## config.mk

```make
export PLATFORM = sky130hd
export DESIGN_NAME = fir_chan_sched
export DESIGN_NICKNAME = d
export VERILOG_FILES = /design/src/rtl/fir_chan_sched.sv
export SDC_FILE = /design/constraint.sdc
export NUM_CORES = 1
export LEC_CHECK = 0
export CAP_MARGIN = 20
export CORE_ASPECT_RATIO = 1.2
export CORE_MARGIN = 8
export CORE_UTILIZATION = 55
export DETAILED_ROUTE_END_ITERATION = 8
export GPL_TIMING_DRIVEN = 1
export MAX_ROUTING_LAYER = met4
export PLACE_DENSITY = 0.93
export SYNTH_ARGS = -nofsm -noshare
export SYNTH_HDL_FRONTEND = slang
export SYNTH_SLANG_ARGS = --single-unit
```

## constraint.sdc

```tcl
create_clock -name clk -period 3.7 [get_ports clk]
set_clock_uncertainty 0.2 [all_clocks]
set_input_delay 0.37 -clock clk [delete_from_list [all_inputs] [get_ports clk]]
set_output_delay 0.37 -clock clk [all_outputs]
set_load 0.005 [all_outputs]
```

## src/rtl/fir_chan_sched.sv

```systemverilog
// Time-division scheduler sharing one serial MAC FIR datapath among NUM_CH channels.
// Define FIXED_PRIO_EN for lowest-index-wins arbitration; default build is round-robin.
module fir_chan_sched #(
  parameter int unsigned NUM_CH   = 4,
  parameter int unsigned NUM_COEF = 17,
  parameter int unsigned LAT      = 3,
  localparam int unsigned CW      = $clog2(NUM_CH),
  localparam int unsigned AW      = (NUM_COEF > 1) ? $clog2(NUM_COEF) : 1
) (
  input  logic              clk,
  input  logic              rst,
  input  logic [NUM_CH-1:0] req,
  output logic [NUM_CH-1:0] gnt,
  output logic              shift_en,
  output logic [CW-1:0]     ch_sel,
  output logic [AW-1:0]     addr,
  output logic              acc_rst,
  output logic              acc_ce,
  output logic              busy,
  output logic              val_out,
  output logic [CW-1:0]     ch_out
);

  localparam logic [1:0] StIdle  = 2'd0;
  localparam logic [1:0] StGrant = 2'd1;
  localparam logic [1:0] StMac   = 2'd2;

  localparam logic [AW-1:0] LastAddr = AW'(NUM_COEF - 1);
  localparam logic [CW-1:0] LastCh   = CW'(NUM_CH - 1);

  logic [1:0]        state_q, state_d;
  logic [NUM_CH-1:0] gnt_q, gnt_d;
  logic              shift_en_q, shift_en_d;
  logic [CW-1:0]     ch_sel_q, ch_sel_d;
  logic [AW-1:0]     addr_q, addr_d;
  logic              busy_q, busy_d;
  logic              tap_vld_d, tap_first_d, tap_last_d;

  // Stage 0 of each pipe is the tap flag itself, aligned with addr.
  logic [LAT:0]      vld_pipe_q, first_pipe_q;
  logic [LAT+1:0]    last_pipe_q;
  logic [CW-1:0]     ch_pipe_q [LAT+1:1];

  logic [CW-1:0]     win;

`ifdef FIXED_PRIO_EN
  always_comb begin
    win = '0;
    for (int i = NUM_CH - 1; i >= 0; i--) begin
      if (req[i]) win = CW'(i);
    end
  end
`else
  logic [CW-1:0] rr_q, rr_d;
  logic [CW-1:0] cand;

  // Descending scan so the smallest offset from rr_q is the last (winning) assignment.
  always_comb begin
    win  = '0;
    cand = '0;
    for (int i = NUM_CH - 1; i >= 0; i--) begin
      cand = CW'((int'(rr_q) + i) % NUM_CH);
      if (req[cand]) win = cand;
    end
  end
`endif

  always_comb begin
    state_d     = state_q;
    gnt_d       = '0;
    shift_en_d  = 1'b0;
    ch_sel_d    = ch_sel_q;
    addr_d      = '0;
    tap_vld_d   = 1'b0;
    tap_first_d = 1'b0;
    tap_last_d  = 1'b0;
`ifndef FIXED_PRIO_EN
    rr_d        = rr_q;
`endif
    unique case (state_q)
      StIdle: begin
        if (|req) begin
          state_d    = StGrant;
          gnt_d      = NUM_CH'(1) << win;
          shift_en_d = 1'b1;
          ch_sel_d   = win;
`ifndef FIXED_PRIO_EN
          rr_d       = (win == LastCh) ? '0 : win + 1'b1;
`endif
        end
      end
      StGrant: begin
        state_d     = StMac;
        tap_vld_d   = 1'b1;
        tap_first_d = 1'b1;
        tap_last_d  = (NUM_COEF == 1);
      end
      StMac: begin
        if (addr_q == LastAddr) begin
          state_d = StIdle;
        end else begin
          addr_d     = addr_q + 1'b1;
          tap_vld_d  = 1'b1;
          tap_last_d = ((addr_q + 1'b1) == LastAddr);
        end
      end
      default: state_d = StIdle;
    endcase
    busy_d = (state_d != StIdle);
  end

  always_ff @(posedge clk or negedge rst) begin
    if (!rst) begin
      state_q      <= StIdle;
      gnt_q        <= '0;
      shift_en_q   <= 1'b0;
      ch_sel_q     <= '0;
      addr_q       <= '0;
      busy_q       <= 1'b0;
      vld_pipe_q   <= '0;
      first_pipe_q <= '0;
      last_pipe_q  <= '0;
      for (int i = 1; i <= int'(LAT) + 1; i++) ch_pipe_q[i] <= '0;
`ifndef FIXED_PRIO_EN
      rr_q         <= '0;
`endif
    end else begin
      state_q         <= state_d;
      gnt_q           <= gnt_d;
      shift_en_q      <= shift_en_d;
      ch_sel_q        <= ch_sel_d;
      addr_q          <= addr_d;
      busy_q          <= busy_d;
      vld_pipe_q[0]   <= tap_vld_d;
      first_pipe_q[0] <= tap_first_d;
      last_pipe_q[0]  <= tap_last_d;
      for (int i = 1; i <= int'(LAT); i++) begin
        vld_pipe_q[i]   <= vld_pipe_q[i-1];
        first_pipe_q[i] <= first_pipe_q[i-1];
      end
      for (int i = 1; i <= int'(LAT) + 1; i++) last_pipe_q[i] <= last_pipe_q[i-1];
      ch_pipe_q[1] <= ch_sel_q;
      for (int i = 2; i <= int'(LAT) + 1; i++) ch_pipe_q[i] <= ch_pipe_q[i-1];
`ifndef FIXED_PRIO_EN
      rr_q            <= rr_d;
`endif
    end
  end

  assign gnt      = gnt_q;
  assign shift_en = shift_en_q;
  assign ch_sel   = ch_sel_q;
  assign addr     = addr_q;
  assign busy     = busy_q;
  assign acc_ce   = vld_pipe_q[LAT];
  assign acc_rst  = first_pipe_q[LAT];
  assign val_out  = last_pipe_q[LAT+1];
  assign ch_out   = ch_pipe_q[LAT+1];

endmodule

```

* Word-level counts from Yosys, hierarchy flattened
Cells that the tools add are included.
** Storage, ports and cells
- Flip-flop bits (word level) :: 38
- Bits of input ports :: 6
- Output and inout bits :: 18
- Word-level logic and storage cells :: 60
** Operators by class
- $add $sub $neg :: 5
- Magnitude comparators :: 4
- Equal/unequal tests :: 5
- Shifts and indexed selects :: 1
- Muxes and demuxes :: 27
- Reductions and logical operators :: 4
** Operator list (number)
- 2-bit 2-to-1 mux :: 7
- 2-bit by 3-bit < comparator with 1-bit output, second input constant :: 4
- 5-bit equality test, second input constant :: 2
- 1-bit 2-to-1 mux :: 10
- 5-bit 2-to-1 mux :: 2
- 1-bit binary-select mux with 2-bit select :: 4
- 4-bit 2-to-1 mux :: 2
- 2-bit case mux with 3 select lines :: 1
- 5-bit by 1-bit adder with 5-bit output, second input constant :: 1
- 2-bit by 1-bit adder with 2-bit output, second input constant :: 2
- 2-bit adder, second input constant :: 2
- 2-bit equality test, second input constant :: 2
- 4-bit OR reduction :: 1
- 1-bit by 2-bit << shifter with 4-bit output, first input constant :: 1
- 2-bit by 1-bit equality test with 1-bit output, second input constant :: 1
- 2-bit zero test :: 1
- 1-bit case mux with 2 select lines :: 1
- 2-bit AND reduction :: 1
- 2-bit nonzero test :: 1

* Depth between registers and ports, before layout
Gate-level depths: netlist of run 1.
- Word-level depth :: 10
- Gate-level depth with buffers :: 6
- Gate-level depth less buffers :: 6

* Least setup slack after synthesis of run 1
No wires, ideal clock.
- Kind :: register to register
- From :: reg rr_q[1]
- To :: reg gnt_q[0], in the netlist gnt[0]
- Library setup time :: 120 ps
- Arrival time :: 1499 ps
- Data required time :: 3380 ps
- Setup slack :: 1881 ps
- Stages on the path, launching flop included :: 6
- Buffers on the path :: 0
- Clock period less this slack :: 1819 ps
- Cell sequence :: dfrtp_1 -> nand2b_1 -> a311oi_1 -> inv_1 -> ha_1 -> and3_2
** Between the ends
- Longest elaborated chain between the ends :: 10
- Elaborated cells on any way between the ends :: 18
- Classes of those cells :: add/sub: 3; shift: 1; mux: 14
** Ends and longest elaborated chain
- start, declared :: line 54 : logic [CW-1:0] rr_q, rr_d;
- start signal, assigned :: line 145 : rr_q <= rr_d;
- 2-bit adder :: line 62 : cand = CW'((int'(rr_q) + i) % NUM_CH);
- 1-bit binary-select mux with 2-bit select :: line 63 : if (req[cand]) win = cand;
- 1-bit 2-to-1 mux (not written as such) :: line 63
- 2-bit 2-to-1 mux (3 in series) :: line 63
- 2-bit 2-to-1 mux * :: line 63
- named net win[0] :: line 44 : logic [CW-1:0] win;
- 1-bit by 2-bit << shifter with 4-bit output * :: line 84 : gnt_d = NUM_CH'(1) << win;
- 4-bit 2-to-1 mux * :: line 82 : if (|req) begin
- 4-bit 2-to-1 mux * :: line 80 : unique case (state_q)
- named net gnt_d[0] :: line 32 : logic [NUM_CH-1:0] gnt_q, gnt_d;
- end signal, assigned :: line 129 : gnt_q <= gnt_d;
- end, declared :: line 32
Mark *: on every way through the listed nets, which the timed path passes. The rest lies on a longest branch. The select of a mux whose other input is x is not followed.
A chain may end at the register's enable or synchronous reset.

* Final worst setup path of run 1
- From :: in req[3]
- To :: reg gnt_q[0], in the netlist gnt[0]
** Between the ends
- Longest elaborated chain between the ends :: 9
- Elaborated cells on any way between the ends :: 16
- Classes of those cells :: shift: 1; mux: 14; reduce/logical: 1
** Ends and longest elaborated chain
- start, declared :: line 12 : input logic [NUM_CH-1:0] req,
- 1-bit binary-select mux with 2-bit select :: line 63
- 1-bit 2-to-1 mux (not written as such) :: line 63
- 2-bit 2-to-1 mux (3 in series) :: line 63
- 2-bit 2-to-1 mux * :: line 63
- named net win[0] :: line 44
- 1-bit by 2-bit << shifter with 4-bit output * :: line 84
- 4-bit 2-to-1 mux * :: line 82
- 4-bit 2-to-1 mux * :: line 80
- named net gnt_d[0] :: line 32
Marked as above.

==> flow_summary.yaml, run 1 <==
placement:
  dp_cells: 165
  gp_congestion: 0.8606
  place_hpwl_um: 1810
  portBuffers: 23
  place_ws_ns: 1.291
floorplanning:
  initial_utilization_pct: 57.82
  chipHeight_um: 72.47
  die_area_sq_um: 4569
  io_pins: 24
  rows: 20
  die_w_um: 63.06
  core-area_sq_um: 2527
global_route:
  use_met3_pct: 5.239
  grt-busiest-layer: "met2"
  gr-total-overflow: 0
  grt_pass1_vias: 909
  met2_usage_pct: 19.27
  grt_pass1_wl_um: 4077
  grt_start_max_net_pins: 39
  met1_usage_pct: 10.87
  grt_use_total_pct: 11.96
  antenna_found_initial: 0
clock_tree:
  cts-buffers-inserted: 5
  htreeDepth: 2
  root_buffer: "clkbuf_4"
  cts_tree: "done"
  ctsResizeCount: 0
  clk_latency_ns: 0.33
  hold_buffers: 1
  path_clk_slew_ns: 0.09
  cts.path.max_buffers: 2
  cts_setup_buffers: 0
  clock_sinks: 38
detailed_routing:
  routedWlPerCell_um: 14.05
  drt-pass1-iter-count: 4
  drcViolationCount: 0
  first_iter_violations: 21
  routed_wl_um: 2416
  ant_nets: 0
  vias: 906
  viasPerCell: 5.267
outcome:
  outcome: "finished clean"
timing:
  finalHoldViolCount: 0
  rsz0062_at_grt: "no"
  max_freq_mhz: 484.3
  setup-violations-final: 0
  maxSlewViolCount: 0
  period_share_pct: 55.80
  fin_setup_tns_ns: 0
  setup_slack_ns: 1.635
  slew_headroom_pct: 42.48
  worst_pin_slew_ns: 0.8629
  finalCriticalPeriod_ns: 2.065
yosys:
  synth_adder_area_share_pct: 9.418
  synth.avg_cell_area_sq_um: 12.93
  ys_ff_latch: 38
  ys_warn_count: 0
  synth.largest_area_cell: "dfrtp_1"
  yosysUniqueCellTypes: 29
  synth_top_family_by_area: "simple AND/OR/NAND/NOR gates"
  ys_seq_area_share_pct: 65.07
  netlist_area_sq_um: 1461
  synthTopCellsByArea: "dfrtp_1 (65%), ha_1 (9.4%), nand2_1 (2.3%), and3_2 (2.1%), inv_1 (2.1%)"
  synthSimpleGateAreaFrac_pct: 11.22
  synthCells: 113
  yosysTopAreaCellShare_pct: 65.07
  synth.net_count: 130
  synth-xor-area-share_pct: 2.397
  synth_mux_area_share_pct: 1.027
  synth_compound_area_share_pct: 6.849
cells_and_area:
  instances_no_fill: 172
  syn2layout_area_growth_pct: 20.89
  layout.nets: 157
  diodes: 0
  final_cell_mix: "dfrtp_1 (38), clkdlybuf4s50_1 (22), ha_1 (11)"
  multi_input_area_sq_um: 451.7
  layout-drive-gt1-share_pct: 10.79
  seq_area_sq_um: 950.9
  mostFrequentLayoutCell: "dfrtp_1"
  nFillCells: 167
pwr:
  p_per_area_nw_per_um2: 688.0
  p_leak_uw: 0.0008448
  p_sw_share_pct: 30.52
  power.internal_uw: 844.5
  vdd_drop_max_mv: 0.3726
  p_seq_share_pct: 51.6
  clkPwrFrac_pct: 16.6
  p_switching_uw: 371.0
  combPwrFrac_pct: 31.8
flow_run:
  drv_cap: 0
setup_path:
  critPathKind: "input pin to flop"
  cp-end-kind: "flop"
  start_kind: "input pin"
  cp_top_family: "buffers and inverters"
  worst_ep_arrival_time_ns: 2.09
  crit_path_max_incr_delay_ns: 0.54
  critPathMaxFanout: 5
  cp_slowest_cell: "clkdlybuf4s50_1"
  crit_buf_inv: 2
  crit_required_ns: 3.72
  critical_path.cell_chain: "clkdlybuf4s50_1, nand2_1, a311oi_1, inv_1, ha_1, and3_2"
min_path:
  hold_class: "flop to flop"
## worst register-to-register path, cell delays in order (launching register included)
cell and delay, ns:
dfrtp_1 0.44, nand2b_1 0.18, a311oi_1 0.51, inv_1 0.17, ha_1 0.22, and3_2 0.19
## flip-flops by register name (all words and copies together), names as in the netlist
register      count
ch_pipe_q         6
last_pipe_q       5
gnt               4
busy              1
ch_out            2
first_pipe_q      4
ch_sel            2
state_q           2
shift_en          1
vld_pipe_q        4
addr              5
rr_q              2
## through the flow
stage,utilization (%),area (sq um),total power [uW],hold WS [ns]
after floorplan,-,1461,833.8,-0.1256
after global placement,67.48,1705,989.6,0.1331
after detailed placement,67.48,1705,1025,0.1371
after CTS,69.90,1767,1229,0.1602
after global routing,69.90,1767,1298,0.1663
final,69.90,1767,1215,0.1573
## power by group through the flow
stage,Sequential (uW),Clock [uW],Combinational (uW)
finish,627,202,387
global route,641,226,431
CTS,628,211,390
detailed placement,637,0,388
global placement,621,0,369
floorplan,620,0,214
## kinds of logic after synthesis
logic type      after synthesis
fa+ha+maj                    11
flops                        38
buf+inv                      13
xor+xnor                      4
mux                           1
compound gates               15
simple gates                 31
## routing by layer
metal | part of all wire [%] | vias up
li1 | - | 424
met2 | 51 | 27
met5 | 0 | -
met4 | 2.9 | 0
met3 | 7.0 | 7
met1 | 39 | 448
## layout make-up
cell class              count  area share, %
clock buffers               6          2.904
inverters                   9          2.054
multi-input cells          62          25.57
flip-flops and latches     38          53.82
well taps                  33          2.337
repair buffers             24          13.31
## synth_stat cells
cell,n
a41oi_1,1
nand2_4,1
o31ai_1,1
a311oi_1,1
inv_1,8
and2_1,2
inv_4,1
clkbuf_1,2
a31oi_1,1
o21ai_1,1
dfrtp_1,38
o2bb2ai_1,1
a21boi_0,1
buf_4,2
o21ai_0,2
nor3_1,2
nand3_1,2
and3_2,4
o22a_1,1
nand2b_1,3
a21oi_1,4
nand2_1,9
or4_4,1
xnor2_1,2
nor2_1,7
xor2_1,2
mux2_4,1
ha_1,11
o31a_1,1
## final timing paths
path,slack (ns),from,end,depth (start not counted)
worst max register to register,1.68,rr_q[1],gnt[0],5
worst min-delay path,0.16,last_pipe_q[2],last_pipe_q[3],0
min in group asynchronous,0.47,rst,addr[2],2
max in group asynchronous,2.29,rst,gnt[0],2
worst min register to register,0.16,last_pipe_q[2],last_pipe_q[3],0
worst max-delay path,1.64,req[3],gnt[0],6
Note: power is estimated with default switching activity, not from simulation.
==> inputs of run 2 (changes only) <==
--- a/config.mk
+++ b/config.mk
@@ -8,11 +8,11 @@
 export CAP_MARGIN = 20
 export CORE_ASPECT_RATIO = 1.2
 export CORE_MARGIN = 8
-export CORE_UTILIZATION = 55
+export CORE_UTILIZATION = 46
 export DETAILED_ROUTE_END_ITERATION = 8
 export GPL_TIMING_DRIVEN = 1
 export MAX_ROUTING_LAYER = met4
-export PLACE_DENSITY = 0.93
+export PLACE_DENSITY = 0.84
 export SYNTH_ARGS = -nofsm -noshare
 export SYNTH_HDL_FRONTEND = slang
 export SYNTH_SLANG_ARGS = --single-unit
==> constraint.sdc (replaced) <==
create_clock -name clk -period 1.8 [get_ports clk]
set_clock_uncertainty 0.2 [all_clocks]
set_input_delay 0.18 -clock clk [delete_from_list [all_inputs] [get_ports clk]]
set_output_delay 0.18 -clock clk [all_outputs]
set_load 0.005 [all_outputs]
==> run 2 against run 1 <==
Against the previous run:
- register-to-register slack worse by 1.6 ns
- flip-flop and latch count unchanged
- setup slack worse by 1.6 ns
- first-iteration DRC count increased by 33%
- critical path depth down 4
- clock power rose to 2.8 times the previous value
- combinational power is 140% higher
- final cell count is 8.1% higher
- via count is 2.3% higher
- sequential power grew 100%
- worst hold slack improved by 0.0020 ns
- core utilization decreased by 8.1 points
- largest power group unchanged
==> flow_summary.yaml, run 2 (synthesis results as in run 1) <==
cells_and_area:
  regMostFlops: "ch_pipe_q"
  mostFrequentLayoutCell: "dfrtp_1"
  syn2layout_area_growth_pct: 29.20
  final_cell_area_sq_um: 1888
  layout-drive-gt1-share_pct: 21.33
  diodes: 0
  final_cell_mix: "dfrtp_1 (36), clkdlybuf4s50_1 (21), ha_1 (11)"
  multi_input_area_sq_um: 470.5
  layout.nets: 166
  final_core_utilization_pct: 61.79
  nFillCells: 219
  seq_area_sq_um: 953.4
  largest_reg_flops: 6
setup_path:
  crit_required_ns: 1.42
  worstReg2RegEnd: "rr_q[1]"
  worst_ep_arrival_time_ns: 1.34
  cp-end-kind: "output port"
  start_kind: "flop"
  rr_worst_depth: 6
  crit_path_start: "addr[1]"
  cp-endpoint: "addr[1]"
  critPathKind: "flop to output port"
  r2r_slack_ns: 0.08
  r2r-start: "rr_q[1]"
  critPathMaxFanout: 5
placement:
  place_hpwl_um: 1844
  portBuffers: 23
  gp_congestion: 0.7926
  placed_area_sq_um: 1783
floorplanning:
  initial_utilization_pct: 47.83
  rows: 22
  die_area_sq_um: 5244
  die_w_um: 67.46
  chipHeight_um: 77.75
  core-area_sq_um: 3055
  io_pins: 24
flow_run:
  drv_cap: 0
global_route:
  antenna_found_initial: 0
  grt_start_max_net_pins: 39
  gr-total-overflow: 0
  grt_pass1_wl_um: 4326
  grt_pass1_vias: 935
  grt_use_total_pct: 11.05
timing:
  worst_pin_slew_ns: 0.5626
  setup-violations-final: 0
  maxSlewViolCount: 0
  slew_headroom_pct: 62.17
  period_share_pct: 95.70
  max_freq_mhz: 580.5
  finalCriticalPeriod_ns: 1.723
  finalHoldViolCount: 0
clock_tree:
  clk_latency_ns: 0.35
  root_buffer: "clkbuf_4"
  path_clk_slew_ns: 0.12
  cts-buffers-inserted: 5
  clock_sinks: 38
  htreeDepth: 2
  cts.path.max_buffers: 2
  cts_tree: "done"
detailed_routing:
  drt-pass1-iter-count: 4
  vias: 927
  viasPerCell: 4.984
  ant_nets: 0
  routed_wl_um: 2524
  drcViolationCount: 0
  first_iter_violations: 28
  routedWlPerCell_um: 13.57
pwr:
  p_seq_share_pct: 45.8
  p_per_area_nw_per_um2: 1462
  p_sw_share_pct: 29.88
  clkPwrFrac_pct: 20.5
  power.internal_uw: 1935
  p_leak_uw: 0.0009219
  vdd_drop_max_mv: 0.9668
  combPwrFrac_pct: 33.7
  p_switching_uw: 824.8
min_path:
  hold_class: "flop to flop"
outcome:
  outcome: "finished clean"
-- run 2: area by class of cell --
class	count	area share (%)
Inverter	9	1.922
Timing Repair Buffer	33	16.17
Tap cell	36	2.386
Sequential cell	38	50.50
Multi-Input combinational cell	62	24.92
Clock buffer	5	1.988
Clock inverter	3	2.121
-- run 2: power by group through the flow --
stage	registers [uW]	logic [uW]	clock network (uW)
2_1_floorplan	1270	449	0
3_3_place_gp	1260	875	0
3_5_place_dp	1280	923	0
4_1_cts	1260	928	578
5_1_grt	1300	1040	616
6_report	1260	930	567
-- run 2: critical path, cell delays in order (launching register included) --
cell             delay, ns
dfrtp_1               0.37
buf_4                 0.13
clkdlybuf4s50_1       0.50
-- run 2: per-layer routing --
metal | vias to the layer above | GRT usage [%] | wire [um]
met5 | - | - | 0
met3 | 10 | 4.741 | 180
met2 | 27 | 17.16 | 1212
li1 | 437 | - | -
met1 | 453 | 12.02 | 1064
met4 | 0 | 4.612 | 66
-- run 2: how the worst min path moves through the flow --
stage | cells after the start | slack, ns | end | start
after global routing | 0 | 0.17 | first_pipe_q[2] | first_pipe_q[1]
final | 0 | 0.16 | ch_pipe_q[3] | ch_pipe_q[1]
after global placement | 2 | 0.03 | last_pipe_q[4] | rst
after floorplan | 0 | -0.32 | addr[0] | rst
after detailed placement | 2 | 0.04 | last_pipe_q[4] | rst
after CTS | 0 | 0.16 | first_pipe_q[1] | first_pipe_q[0]
-- run 2: stage by stage --
stage	cells	setup TNS [ns]	hold WS [ns]	power [uW]	setup slack, ns
final	186	0	0.1593	2760	0.07739
after global routing	186	-0.01188	0.1689	2954	-0.01188
after floorplan	113	0	-0.3156	1723	0.07720
after global placement	177	-0.9079	0.03303	2137	-0.1468
after CTS	186	0	0.1592	2769	0.01372
after detailed placement	177	-1.409	0.04169	2201	-0.1805
-- run 2: repair_timing --
action / in CTS / in global routing
setup endpoints to repair: 0 / 6
setup buffers: 0 / 0
hold buffers: 1 / 0
endpoints found under the hold margin: 38 / 0
resized for setup: 0 / 6
==> inputs of run 3 (changes only) <==
--- a/config.mk
+++ b/config.mk
@@ -5,14 +5,15 @@
 export SDC_FILE = /design/constraint.sdc
 export NUM_CORES = 1
 export LEC_CHECK = 0
+export ABC_AREA = 1
 export CAP_MARGIN = 20
 export CORE_ASPECT_RATIO = 1.2
 export CORE_MARGIN = 8
-export CORE_UTILIZATION = 46
+export CORE_UTILIZATION = 47
 export DETAILED_ROUTE_END_ITERATION = 8
 export GPL_TIMING_DRIVEN = 1
 export MAX_ROUTING_LAYER = met4
-export PLACE_DENSITY = 0.84
+export PLACE_DENSITY = 0.85
 export SYNTH_ARGS = -nofsm -noshare
 export SYNTH_HDL_FRONTEND = slang
 export SYNTH_SLANG_ARGS = --single-unit
==> run 3 against run 2 <==
Against the previous run:
- the run now ends with negative setup slack left
- global-route usage increased by 0.97 points
- final area increased by 9.6%
- final cell count increased by 19%
- critical path depth increased by 9
- setup slack got worse by 0.12 ns
- via count increased by 16%
- critical path type is now flop to flop
- largest cell class unchanged
==> flow_summary.yaml, run 3 <==
pwr:
  vdd_drop_max_mv: 1.312
  p_per_area_nw_per_um2: 1658
  p_leak_uw: 0.001039
yosys:
  synth_edf_count: 0
  synth_common_cells: "dfrtp_1 (38), nand2_1 (28), inv_1 (20)"
  synth_adder_area_share_pct: 8.772
  ys_async_sr_fraction_pct: 100.0
  ys_ff_latch: 38
  synth.net_count: 165
  synth_top_family_by_area: "simple AND/OR/NAND/NOR gates"
  synth_compound_area_share_pct: 3.589
  synth.avg_cell_area_sq_um: 10.60
  yosysUniqueCellTypes: 22
  ys_seq_area_share_pct: 60.61
  synth_top_flop_cell: "dfrtp_1"
  synthTopCellsByArea: "dfrtp_1 (61%), ha_1 (8.8%), nand2_1 (6.7%), inv_1 (4.8%), nand3_1 (4.1%)"
  ys_warn_count: 0
  synth-xor-area-share_pct: 1.675
  synthCells: 148
  yosysTopAreaCellShare_pct: 60.61
  synth_mux_area_share_pct: 0
  synthSimpleGateAreaFrac_pct: 17.94
  synth.most_common_cell: "dfrtp_1"
  synth.largest_area_cell: "dfrtp_1"
  netlist_area_sq_um: 1569
setup_path:
  timing.critical_path.mode_cell: "nand3_1"
  critical_path.cell_chain: "buf_6, nand2_2, o21ai_2, nand3_1, nand3_1, nand3_1, nand2_2, buf_6, ha_2, inv_1, nor2_1"
  crit_buf_inv: 3
  cp_slowest_cell: "dfrtp_2"
  worst_ep_arrival_time_ns: 1.85
  r2r-start: "rr_q[0]"
  r2r_slack_ns: -0.05
  rr_worst_depth: 11
  critPathKind: "flop to flop"
  crit_required_ns: 1.80
  worstReg2RegEnd: "gnt[2]"
  start_kind: "flop"
  cp_top_family: "simple AND/OR/NAND/NOR gates"
  critPathMaxFanout: 6
  cp-end-kind: "flop"
  crit_path_max_incr_delay_ns: 0.46
clock_tree:
  path_clk_slew_ns: 0.07
  cts.path.max_buffers: 2
  hold_buffers: 0
  root_buffer: "clkbuf_8"
  htreeDepth: 2
  clock_sinks: 38
  cts_tree: "done"
  clk_latency_ns: 0.28
  cts-buffers-inserted: 5
cells_and_area:
  diodes: 0
  largest_reg_flops: 6
  final_core_utilization_pct: 63.08
  syn2layout_area_growth_pct: 31.90
  final_cell_mix: "dfrtp_1 (36), clkdlybuf4s50_1 (23), nand2_1 (21)"
  mostFrequentLayoutCell: "dfrtp_1"
  layout.nets: 201
  layout-drive-gt1-share_pct: 28.11
  regMostFlops: "ch_pipe_q"
  instances_no_fill: 222
floorplanning:
  core-area_sq_um: 3281
  chipHeight_um: 79.29
  die_area_sq_um: 5451
  io_pins: 24
  rows: 23
  initial_utilization_pct: 47.83
  die_w_um: 68.75
global_route:
  grt_use_total_pct: 12.02
  grt_pass1_wl_um: 4685
  antenna_found_initial: 0
  grt_pass1_vias: 1072
  grt_start_max_net_pins: 39
  gr-total-overflow: 0
detailed_routing:
  first_iter_violations: 30
  ant_nets: 0
  vias: 1073
  viasPerCell: 4.833
  routedWlPerCell_um: 13.05
  drcViolationCount: 0
  routed_wl_um: 2897
  drt-pass1-iter-count: 4
timing:
  finalCriticalPeriod_ns: 1.845
  max_freq_mhz: 541.9
  setup_slack_ns: -0.04522
  finalHoldViolCount: 0
  maxSlewViolCount: 0
  worst_pin_slew_ns: 0.4460
  setup-violations-final: 2
  period_share_pct: 102.5
  rsz0062_at_grt: "yes"
  fin_setup_tns_ns: -0.04790
  slew_headroom_pct: 70.27
min_path:
  hold_class: "input pin to asynchronous set/reset pin"
placement:
  dp_cells: 213
  portBuffers: 23
  gp_congestion: 0.9321
  place_hpwl_um: 1927
flow_run:
  drv_cap: 0
outcome:
  outcome: "finished with violations"
  violations: "negative setup slack"
## run 3: logic make-up (layout without fill, tap and decap cells)
| logic type | count (synthesis) | after routing |
|---|---|---|
| and+or+nand+nor | 62 | 62 |
| DFF | 38 | 38 |
| buffers and inverters | 27 | 64 |
| adders and majority gates | 11 | 11 |
| AOI/OAI and AO/OA | 7 | 7 |
| xor gates and xnor gates | 3 | 3 |
## run 3: through the flow
stage	hold WS (ns)	instance area (sq um)	setup slack, ns	total power [uW]
detailed placement	0.1347	1879	-0.2086	2598
global placement	0.1328	1879	-0.1626	2560
floorplan	-0.3156	1569	0.08447	2074
finish	0.1233	2069	-0.04522	3432
global route	0.1549	2069	-0.09911	3697
CTS	0.1264	2001	-0.001221	3263
## run 3: report_power, final
| group | total, uW | leakage (uW) | internal (uW) | switching (uW) |
|---|---|---|---|---|
| Combinational | 1570 | 0.000498 | 730 | 843 |
| Clock | 570 | 0.0000482 | 308 | 262 |
| Sequential | 1290 | 0.000492 | 1140 | 151 |
| Total | 3430 | 0.00104 | 2180 | 1260 |
## run 3: worst max path at each step
stage / endpoint / cells past startpoint / start / slack (ns)
2_1_floorplan: rr_q[1] / 10 / rr_q[0] / 0.08
3_3_place_gp: rr_q[1] / 11 / req[3] / -0.16
3_5_place_dp: rr_q[1] / 11 / req[1] / -0.21
4_1_cts: gnt[0] / 12 / rr_q[0] / -0.001
5_1_grt: gnt[2] / 11 / rr_q[0] / -0.1
6_report: gnt[2] / 11 / rr_q[0] / -0.05
## run 3: area by class of cell
cell class	count	area, sq um
Multi-Input combinational cell	83	575.6
Timing Repair Buffer	32	309.0
Clock buffer	7	86.33
Inverter	24	93.84
Sequential cell	38	953.4
Fill cell	264	1211
Clock inverter	1	5.005
Tap cell	37	46.29
## run 3: timing repair
item / in CTS / in global routing
buffers inserted: 1 / 0
setup endpoints to repair: 4 / 5
pin swaps: 2 / 13
resized for setup: 10 / 20
## run 3: metal layers
layer	wire length, um	GRT usage [%]	vias to the layer above
met3	154	4.360	7
met2	1550	20.22	22
met5	0	-	-
met1	1122	11.69	524
met4	70	6.036	0
li1	-	-	520
